File: config.mk
export PLATFORM = sky130hd
export DESIGN_NAME = hazard_stall_unit
export DESIGN_NICKNAME = d
export VERILOG_FILES = /design/src/rtl/riscv_pipe_pkg.sv /design/src/rtl/sat_counter.sv /design/src/rtl/hazard_stall_unit.sv
export SDC_FILE = /design/constraint.sdc
export NUM_CORES = 1
export LEC_CHECK = 0
export BUFFER_PORTS_ARGS = -buffer_cell sky130_fd_sc_hd__buf_4
export CORE_MARGIN = 10
export CORE_UTILIZATION = 59
export CTS_CLUSTER_DIAMETER = 200
export DETAILED_ROUTE_END_ITERATION = 10
export HOLD_SLACK_MARGIN = 0.15
export PLACE_DENSITY_LB_ADDON = 0.2
export SLEW_MARGIN = 30
export SYNTH_ARGS = -nofsm -noshare
export SYNTH_HDL_FRONTEND = slang
export SYNTH_HIERARCHICAL = 1
export SYNTH_SLANG_ARGS = --single-unit
File: constraint.sdc
create_clock -name clk -period 3.6 [get_ports clk]
set_input_delay 0.18 -clock clk [delete_from_list [all_inputs] [get_ports clk]]
set_output_delay 0.18 -clock clk [all_outputs]
set_load 0.02 [all_outputs]
File: src/rtl/riscv_pipe_pkg.sv
// rtl/riscv_pipe_pkg.sv - shared pipeline-control types and constants
package riscv_pipe_pkg;

  localparam int REG_AD_W = 5;

  localparam logic ST_RUN   = 1'b0;
  localparam logic ST_STALL = 1'b1;

  // Enables and flushes for the PC and the four pipeline registers.
  typedef struct packed {
    logic pc_en;
    logic if_dec_en;
    logic if_dec_flush;
    logic dec_ex_en;
    logic dec_ex_flush;
    logic ex_mem_en;
    logic mem_wb_flush;
  } pipe_ctrl_t;

  localparam pipe_ctrl_t CTRL_RESET  = '{1'b0, 1'b0, 1'b1, 1'b0, 1'b1, 1'b0, 1'b1};
  localparam pipe_ctrl_t CTRL_FREEZE = '{1'b0, 1'b0, 1'b0, 1'b0, 1'b0, 1'b0, 1'b1};
  localparam pipe_ctrl_t CTRL_BRANCH = '{1'b1, 1'b1, 1'b1, 1'b1, 1'b1, 1'b1, 1'b0};
  localparam pipe_ctrl_t CTRL_STALL  = '{1'b0, 1'b0, 1'b0, 1'b1, 1'b1, 1'b1, 1'b0};
  localparam pipe_ctrl_t CTRL_RUN    = '{1'b1, 1'b1, 1'b0, 1'b1, 1'b0, 1'b1, 1'b0};

endpackage

File: src/rtl/sat_counter.sv
// rtl/sat_counter.sv - saturating up-counter with synchronous clear
module sat_counter #(
  parameter int CNT_W = 32
) (
  input  logic             clk,
  input  logic             rst,
  input  logic             clr,
  input  logic             inc,
  output logic [CNT_W-1:0] q
);

  // Clear beats increment; the count sticks at all-ones.
  always_ff @(posedge clk) begin
    if (rst || clr) begin
      q <= '0;
    end else if (inc && (q != '1)) begin
      q <= q + 1'b1;
    end
  end

endmodule

File: src/rtl/hazard_stall_unit.sv
// rtl/hazard_stall_unit.sv - load-use stall, memory freeze and branch flush control
module hazard_stall_unit
  import riscv_pipe_pkg::*;
#(
  parameter int LOAD_LAT = 1,
  parameter int CNT_W    = 32
) (
  input  logic                clk,
  input  logic                rst,
  input  logic [REG_AD_W-1:0] if_dec_rs1_ad,
  input  logic [REG_AD_W-1:0] if_dec_rs2_ad,
  input  logic                if_dec_rs1_used,
  input  logic                if_dec_rs2_used,
  input  logic [REG_AD_W-1:0] dec_ex_rd_ad,
  input  logic                dec_ex_memRead,
  input  logic                ex_branch_taken,
  input  logic                mem_busy,
  input  logic                perf_clr,
  output logic                pc_en,
  output logic                if_dec_en,
  output logic                if_dec_flush,
  output logic                dec_ex_en,
  output logic                dec_ex_flush,
  output logic                ex_mem_en,
  output logic                mem_wb_flush,
  output logic [CNT_W-1:0]    stall_count,
  output logic [CNT_W-1:0]    flush_count,
  output logic [CNT_W-1:0]    freeze_count
);

  localparam logic [2:0] BCNT_LOAD = 3'(LOAD_LAT - 1);

  logic       state, state_nxt;
  logic [2:0] bcnt, bcnt_nxt;
  logic       load_use;
  pipe_ctrl_t ctrl;

  assign load_use = dec_ex_memRead && (dec_ex_rd_ad != '0) &&
                    ((if_dec_rs1_used && (if_dec_rs1_ad == dec_ex_rd_ad)) ||
                     (if_dec_rs2_used && (if_dec_rs2_ad == dec_ex_rd_ad)));

  always_ff @(posedge clk) begin
    if (rst) begin
      state <= ST_RUN;
      bcnt  <= 3'd0;
    end else begin
      state <= state_nxt;
      bcnt  <= bcnt_nxt;
    end
  end

  // A memory wait freezes the FSM so the remaining bubble count survives it.
  always_comb begin
    state_nxt = state;
    bcnt_nxt  = bcnt;
    if (mem_busy) begin
      state_nxt = state;
    end else if (ex_branch_taken) begin
      state_nxt = ST_RUN;
      bcnt_nxt  = 3'd0;
    end else if (state == ST_STALL) begin
      bcnt_nxt = bcnt - 3'd1;
      if (bcnt == 3'd1) state_nxt = ST_RUN;
    end else if (load_use && (LOAD_LAT > 1)) begin
      state_nxt = ST_STALL;
      bcnt_nxt  = BCNT_LOAD;
    end
  end

  always_comb begin
    ctrl = CTRL_RUN;
    if (rst)                                  ctrl = CTRL_RESET;
    else if (mem_busy)                        ctrl = CTRL_FREEZE;
    else if (ex_branch_taken)                 ctrl = CTRL_BRANCH;
    else if ((state == ST_STALL) || load_use) ctrl = CTRL_STALL;
  end

  assign pc_en        = ctrl.pc_en;
  assign if_dec_en    = ctrl.if_dec_en;
  assign if_dec_flush = ctrl.if_dec_flush;
  assign dec_ex_en    = ctrl.dec_ex_en;
  assign dec_ex_flush = ctrl.dec_ex_flush;
  assign ex_mem_en    = ctrl.ex_mem_en;
  assign mem_wb_flush = ctrl.mem_wb_flush;

  logic stall_inc, flush_inc, freeze_inc;
  assign freeze_inc = mem_busy;
  assign flush_inc  = !mem_busy && ex_branch_taken;
  assign stall_inc  = !mem_busy && !ex_branch_taken && ((state == ST_STALL) || load_use);

  sat_counter #(.CNT_W(CNT_W)) u_stall_cnt (
    .clk(clk), .rst(rst), .clr(perf_clr), .inc(stall_inc), .q(stall_count)
  );

  sat_counter #(.CNT_W(CNT_W)) u_flush_cnt (
    .clk(clk), .rst(rst), .clr(perf_clr), .inc(flush_inc), .q(flush_count)
  );

  sat_counter #(.CNT_W(CNT_W)) u_freeze_cnt (
    .clk(clk), .rst(rst), .clr(perf_clr), .inc(freeze_inc), .q(freeze_count)
  );

endmodule
==> results of run 1 <==
-- per-stage QoR --
stage | total power, uW | utilization (%)
detailed placement | 1231 | 69.46
finish | 2027 | 72.09
global route | 2107 | 72.09
floorplan | 1196 | -
global placement | 1229 | 69.46
CTS | 2048 | 72.09
-- cell families (layout without fill, tap and decap cells) --
kind of cell               count (synthesis)  count (layout)  share of synthesized area, %
buffers and inverters                     42             157                         4.968
xor gates and xnor gates                  17              17                         2.724
adders and majority gates                  5               5                         1.145
AOI/OAI and AO/OA                        193             193                         24.20
muxes                                      3               3                        0.5495
and+or+nand+nor                          260             260                         29.78
DFF                                      100             100                         36.63
-- where the power goes --
part	total, uW	internal (uW)	switching, uW
logic	98.2	37.6	60.5
registers	1110	1110	2.26
clock network	820	404	416
total	2030	1550	479
-- cells in the final DEF, fill, tap and decap left out, types with 9 or more instances in the layout --
| cell type | netlist | routed |
|---|---|---|
| nand3_1 | 33 | 33 |
| and4_1 | 12 | 12 |
| dfxtp_1 | 100 | 100 |
| clkbuf_8 | 0 | 9 |
| o31ai_1 | 28 | 28 |
| or3_2 | 12 | 12 |
| nor2_1 | 19 | 19 |
| nand2_1 | 39 | 39 |
| a21oi_2 | 21 | 21 |
| buf_4 | 2 | 125 |
| a21oi_1 | 69 | 69 |
| inv_1 | 15 | 15 |
| xor2_1 | 11 | 11 |
| o21ai_1 | 24 | 24 |
| o21ai_0 | 32 | 32 |
| nand4_1 | 24 | 24 |
| or4_1 | 28 | 28 |
| or3_1 | 45 | 45 |
-- registers in the layout, summed over array words and instances, names as in the netlist --
| signal | flops |
|---|---|
| u_stall_cnt/q | 32 |
| u_flush_cnt/q | 32 |
| state | 1 |
| bcnt | 3 |
| u_freeze_cnt/q | 32 |
-- worst min-delay path by stage --
stage,end,cells after the start,slack (ns),startpoint
final,u_freeze_cnt/q[16]$_SDFFE_PP0P_,3,0.20,mem_busy
after global routing,u_freeze_cnt/q[16]$_SDFFE_PP0P_,3,0.20,mem_busy
after floorplan,bcnt[1]$_SDFFE_PP0P_,1,0.25,rst
after global placement,bcnt[2]$_SDFFE_PP0P_,2,0.39,rst
after CTS,u_freeze_cnt/q[16]$_SDFFE_PP0P_,3,0.19,mem_busy
after detailed placement,bcnt[1]$_SDFFE_PP0P_,2,0.40,rst
-- cell type report --
| class | instances | area (sq um) |
|---|---|---|
| inverter | 15 | 56.30 |
| timing repair buffer | 126 | 948.4 |
| tap | 111 | 138.9 |
| fill | 713 | 2542 |
| sequential | 100 | 2002 |
| clock inverter | 7 | 105.1 |
| clock buffer | 9 | 123.9 |
| multi-input combinational | 478 | 3192 |
-- timing repair --
action                                 4_1_cts  5_1_grt
hold buffers                                 1        0
buffers inserted                             0        0
endpoints found under the hold margin        4        0
-- critical path, cell delays in order --
cell,delay [ns]
buf_4,0.12
xor2_1,0.16
nor4_1,0.34
a32oi_1,0.16
o41ai_2,0.69
and3_4,0.36
o311ai_4,0.21
or4_1,0.49
a21oi_2,0.16
-- per-layer routing --
| metal | wire (um) | up-vias | GRT usage, % | part of all wire [%] |
|---|---|---|---|---|
| met5 | 0 | - | 0 | 0 |
| met4 | 96 | 0 | 5.505 | 0.69 |
| met3 | 1146 | 11 | 6.471 | 8.3 |
| met2 | 6649 | 154 | 34.13 | 48 |
| met1 | 5994 | 2498 | 24.33 | 43 |
| li1 | - | 2598 | - | - |
==> results.json, run 1 <==
{
  "syn2layout_area_growth_pct": 20.15,
  "worst_r2r_path_depth": 6,
  "die_y_um": 116.2,
  "cp.required_ns": 3.89,
  "synth-seq-cells": 100,
  "cts_tree": "done",
  "r2r-start": "u_freeze_cnt/q[0]$_SDFFE_PP0P_",
  "clock-sinks": 100,
  "r2r-end": "u_freeze_cnt/q[22]$_SDFFE_PP0P_",
  "syn_area_sq_um": 5465,
  "final_cells": 846,
  "cts-root-buf": "clkbuf_8",
  "powerDensity_nw_per_um2": 308.7,
  "synth_common_cells": "dfxtp_1 (100), a21oi_1 (69), or3_1 (45), nand2_1 (39), nand3_1 (33)",
  "place_congestion": 0.8256,
  "nets": 758,
  "drive_above_1_share_pct": 30.34,
  "netlist_top_cells_area": "dfxtp_1 (37%), a21oi_1 (6.3%), or3_1 (5.2%)",
  "endpoint": "u_stall_cnt/q[25]$_SDFFE_PP0P_",
  "layout_setup_ws_ns": 1.021,
  "finalMaxSlewViolations": 0,
  "ys.flop_type": "dfxtp_1",
  "yosys_warnings": 6,
  "clkLatencyLatePin_ns": 0.37,
  "ant_nets": 0,
  "synth_edf_count": 0,
  "worstPathArrival_ns": 2.87,
  "io_buffers": 125,
  "worst_setup_path_end_kind": "register",
  "syn_inst": 620,
  "synthArstFlopShare_pct": 0,
  "dieArea_sq_um": 13510,
  "cp-start-kind": "primary input",
  "initial_utilization_pct": 60.00,
  "grt_pass1_wl_um": 23100,
  "syn_avg_cell_area_sq_um": 8.815,
  "tns_ns": 0,
  "antenna_found_initial": 0,
  "cp_max_fo": 16,
  "period_needed_ns": 2.579,
  "grt.overflow.total": 0,
  "synth_most_common_cell": "dfxtp_1",
  "place_inst": 829,
  "drv_cap": 0,
  "outcome": "completed",
  "dr.pass1.iters": 5,
  "first_iter_violations": 271,
  "max_freq_mhz": 387.8,
  "pre_cts_ws_ns": 0.6739,
  "placed_area_sq_um": 6327,
  "crit_type": "primary input to register",
  "worst-r2r-setup-slack_ns": 1.28,
  "hpwl_um": 10200,
  "drc": 0,
  "antennaDiodeCount": 0,
  "grt_pass1_vias": 4975,
  "worstSetupStartpoint": "dec_ex_rd_ad[2]",
  "hp-class": "primary input to register",
  "grt_max_degree": 33,
  "fp.dieW_um": 116.2,
  "vias_per_cell": 6.219,
  "worst_ir_drop_vdd_mv": 0.2307,
  "final_cell_area_sq_um": 6566,
  "worst_pin_slew_ns": 0.8348,
  "relSlewSlack_pct": 44.35,
  "finalHoldViolCount": 0,
  "fin_hold_ws_ns": 0.2037,
  "synth_cell_types": 48,
  "p_leak_uw": 0.002125,
  "io-pin-count": 126,
  "numCtsBuffers": 9,
  "setup_viol": 0,
  "cts_resized": 0,
  "rows": 35,
  "synth_nets": 648,
  "cts_max_level": 3,
  "vias": 5261,
  "yosysTopAreaCell": "dfxtp_1",
  "clockBufferDepth": 2,
  "fin_skew_ns": 0.01993,
  "core_area_sq_um": 9109,
  "routedWlPerCell_um": 16.41,
  "finalCritPeriodShare_pct": 71.64,
  "track_usage_pct": 20.28,
  "rsz0062_at_grt": "no",
  "clk_pin_slew_ns": 0.10,
  "synth_top_area_share_pct": 36.63,
  "yosysSeqAreaShare_pct": 36.63,
  "drt_wl_total_um": 13890
}
No activity file was read; power rests on OpenSTA's default activity.
==> inputs of run 2 (changes only) <==
Settings changed: CORE_UTILIZATION 59 to 54.
Clock period 3.6 ns to 2.7 ns, I/O delays scaled along.
==> results.json, run 2 (synthesized netlist as in run 1, its figures left out) <==
{
  "power.internal_uw": 2078,
  "cts_tree": "done",
  "drv_cap": 0,
  "p_sw_uw": 603.7,
  "antenna_found_initial": 0,
  "syn2layout_area_growth_pct": 21.66,
  "p_leak_uw": 0.002160,
  "use_met1_pct": 22.61,
  "nets": 765,
  "cp-start-kind": "primary input",
  "antennaDiodeCount": 0,
  "grt_use_met3_pct": 5.863,
  "clockBufferDepth": 2,
  "hpwl_um": 10430,
  "finalCritPeriodShare_pct": 85.41,
  "relSlewSlack_pct": 44.62,
  "cp.required_ns": 3.00,
  "rsz0062_at_grt": "no",
  "io-pin-count": 126,
  "reg_top3": "u_flush_cnt/q (32), u_freeze_cnt/q (32), u_stall_cnt/q (32)",
  "grt_pass1_vias": 4959,
  "swShare_pct": 22.51,
  "vias": 5264,
  "fin_skew_ns": 0.007367,
  "grt_max_degree": 33,
  "worst_pin_slew_ns": 0.8307,
  "layout_commonest_cell": "buf_4",
  "clk_pin_slew_ns": 0.10,
  "cts_max_level": 3,
  "gr-usage-met2_pct": 31.22,
  "hp-class": "primary input to register",
  "worst_ir_drop_vdd_mv": 0.3212,
  "fp.dieW_um": 120.6,
  "clkPwrFrac_pct": 39.8,
  "mostFrequentLayoutCells": "buf_4 (129), dfxtp_1 (100), a21oi_1 (69)",
  "drive_above_1_share_pct": 30.59,
  "pwr-share-comb_pct": 5.0,
  "power_uw": 2682,
  "tns_ns": 0,
  "die_y_um": 120.6,
  "powerDensity_nw_per_um2": 403.3,
  "worst_setup_path_end_kind": "register",
  "rows": 36,
  "vias_per_cell": 6.016,
  "cts_setup_buffers": 0,
  "first_iter_violations": 364,
  "drc": 0,
  "grt_pass1_wl_um": 23360,
  "cp_max_fo": 16,
  "io_buffers": 125,
  "period_needed_ns": 2.306,
  "top_usage_layer": "met2",
  "clock-sinks": 100,
  "finalHoldViolCount": 0,
  "setup_viol": 0,
  "cts_resized": 0,
  "drt_wl_total_um": 14140,
  "dr.pass1.iters": 7,
  "initial_utilization_pct": 55.66,
  "worst-r2r-setup-slack_ns": 0.42,
  "final_cell_area_sq_um": 6649,
  "cts-root-buf": "clkbuf_8",
  "clkLatencyLatePin_ns": 0.36,
  "outcome": "completed",
  "finalMaxSlewViolations": 0,
  "routedWlPerCell_um": 16.16,
  "placed_area_sq_um": 6385,
  "grt.overflow.total": 0,
  "core_area_sq_um": 9819,
  "ant_nets": 0,
  "place_congestion": 0.8367,
  "track_usage_pct": 18.67,
  "numCtsBuffers": 9,
  "worstPathArrival_ns": 2.60,
  "dieArea_sq_um": 14540,
  "sequentialPowerShare_pct": 55.1,
  "max_freq_mhz": 433.6,
  "crit_type": "primary input to register"
}
[run 2: changes by cell type in the layout (fill, tap and decap cells not counted)]
cell           change
inv_6              -2
inv_8              -1
clkinv_2           +2
clkbuf_8           +1
buf_4              +4
dlygate4sd3_1      +3
[run 2: per-layer routing]
metal | up-vias | part of all wire [%]
li1 | 2608 | -
met1 | 2497 | 43
met2 | 148 | 49
met3 | 11 | 7.0
met4 | 0 | 0.79
met5 | - | 0
[run 2: worst paths after layout]
kind / startpoint / endpoint / cells past startpoint
hold / removal: dec_ex_memRead / u_stall_cnt/q[16]$_SDFFE_PP0P_ / 6
setup reg to reg: u_stall_cnt/q[0]$_SDFFE_PP0P_ / u_stall_cnt/q[1]$_SDFFE_PP0P_ / 6
hold reg to reg: bcnt[1]$_SDFFE_PP0P_ / bcnt[1]$_SDFFE_PP0P_ / 2
setup / recovery: mem_busy / u_stall_cnt/q[27]$_SDFFE_PP0P_ / 7
[run 2: layout make-up]
cell class	instances	area, sq um
multi-input cells	478	3192
clock inverters	6	86.33
inverters	15	56.30
clock buffers	10	137.6
flip-flops and latches	100	2002
repair buffers	133	1008
well taps	133	166.4
fillers	832	3171
[run 2: timing repair]
| action | 4_1_cts | 5_1_grt |
|---|---|---|
| endpoints found under the setup margin | 0 | 0 |
| endpoints found under the hold margin | 5 | 0 |
| hold buffers | 4 | 0 |
[run 2: power groups by stage]
stage	registers [uW]	clock network [uW]	logic (uW)
after floorplan	1510	0	80.6
after global placement	1510	0	130
after global routing	1480	1150	148
after detailed placement	1510	0	132
final	1480	1070	135
after CTS	1480	1090	136
[run 2: through the flow]
step	hold WS [ns]	worst slack, ns	instances	util [%]
6_report	0.4105	0.3939	875	67.71
5_1_grt	0.4260	0.1535	875	67.71
4_1_cts	0.3920	0.4196	875	67.71
3_5_place_dp	0.3479	0.09315	855	65.02
3_3_place_gp	0.3467	0.2214	855	65.02
2_1_floorplan	0.2041	0.2560	620	-
[run 2: critical path, stage by stage]
cell	delay, ns
dlygate4sd3_1	0.54
buf_4	0.20
o41ai_2	0.53
and3_4	0.32
o311ai_4	0.22
or4_1	0.50
a21oi_2	0.15
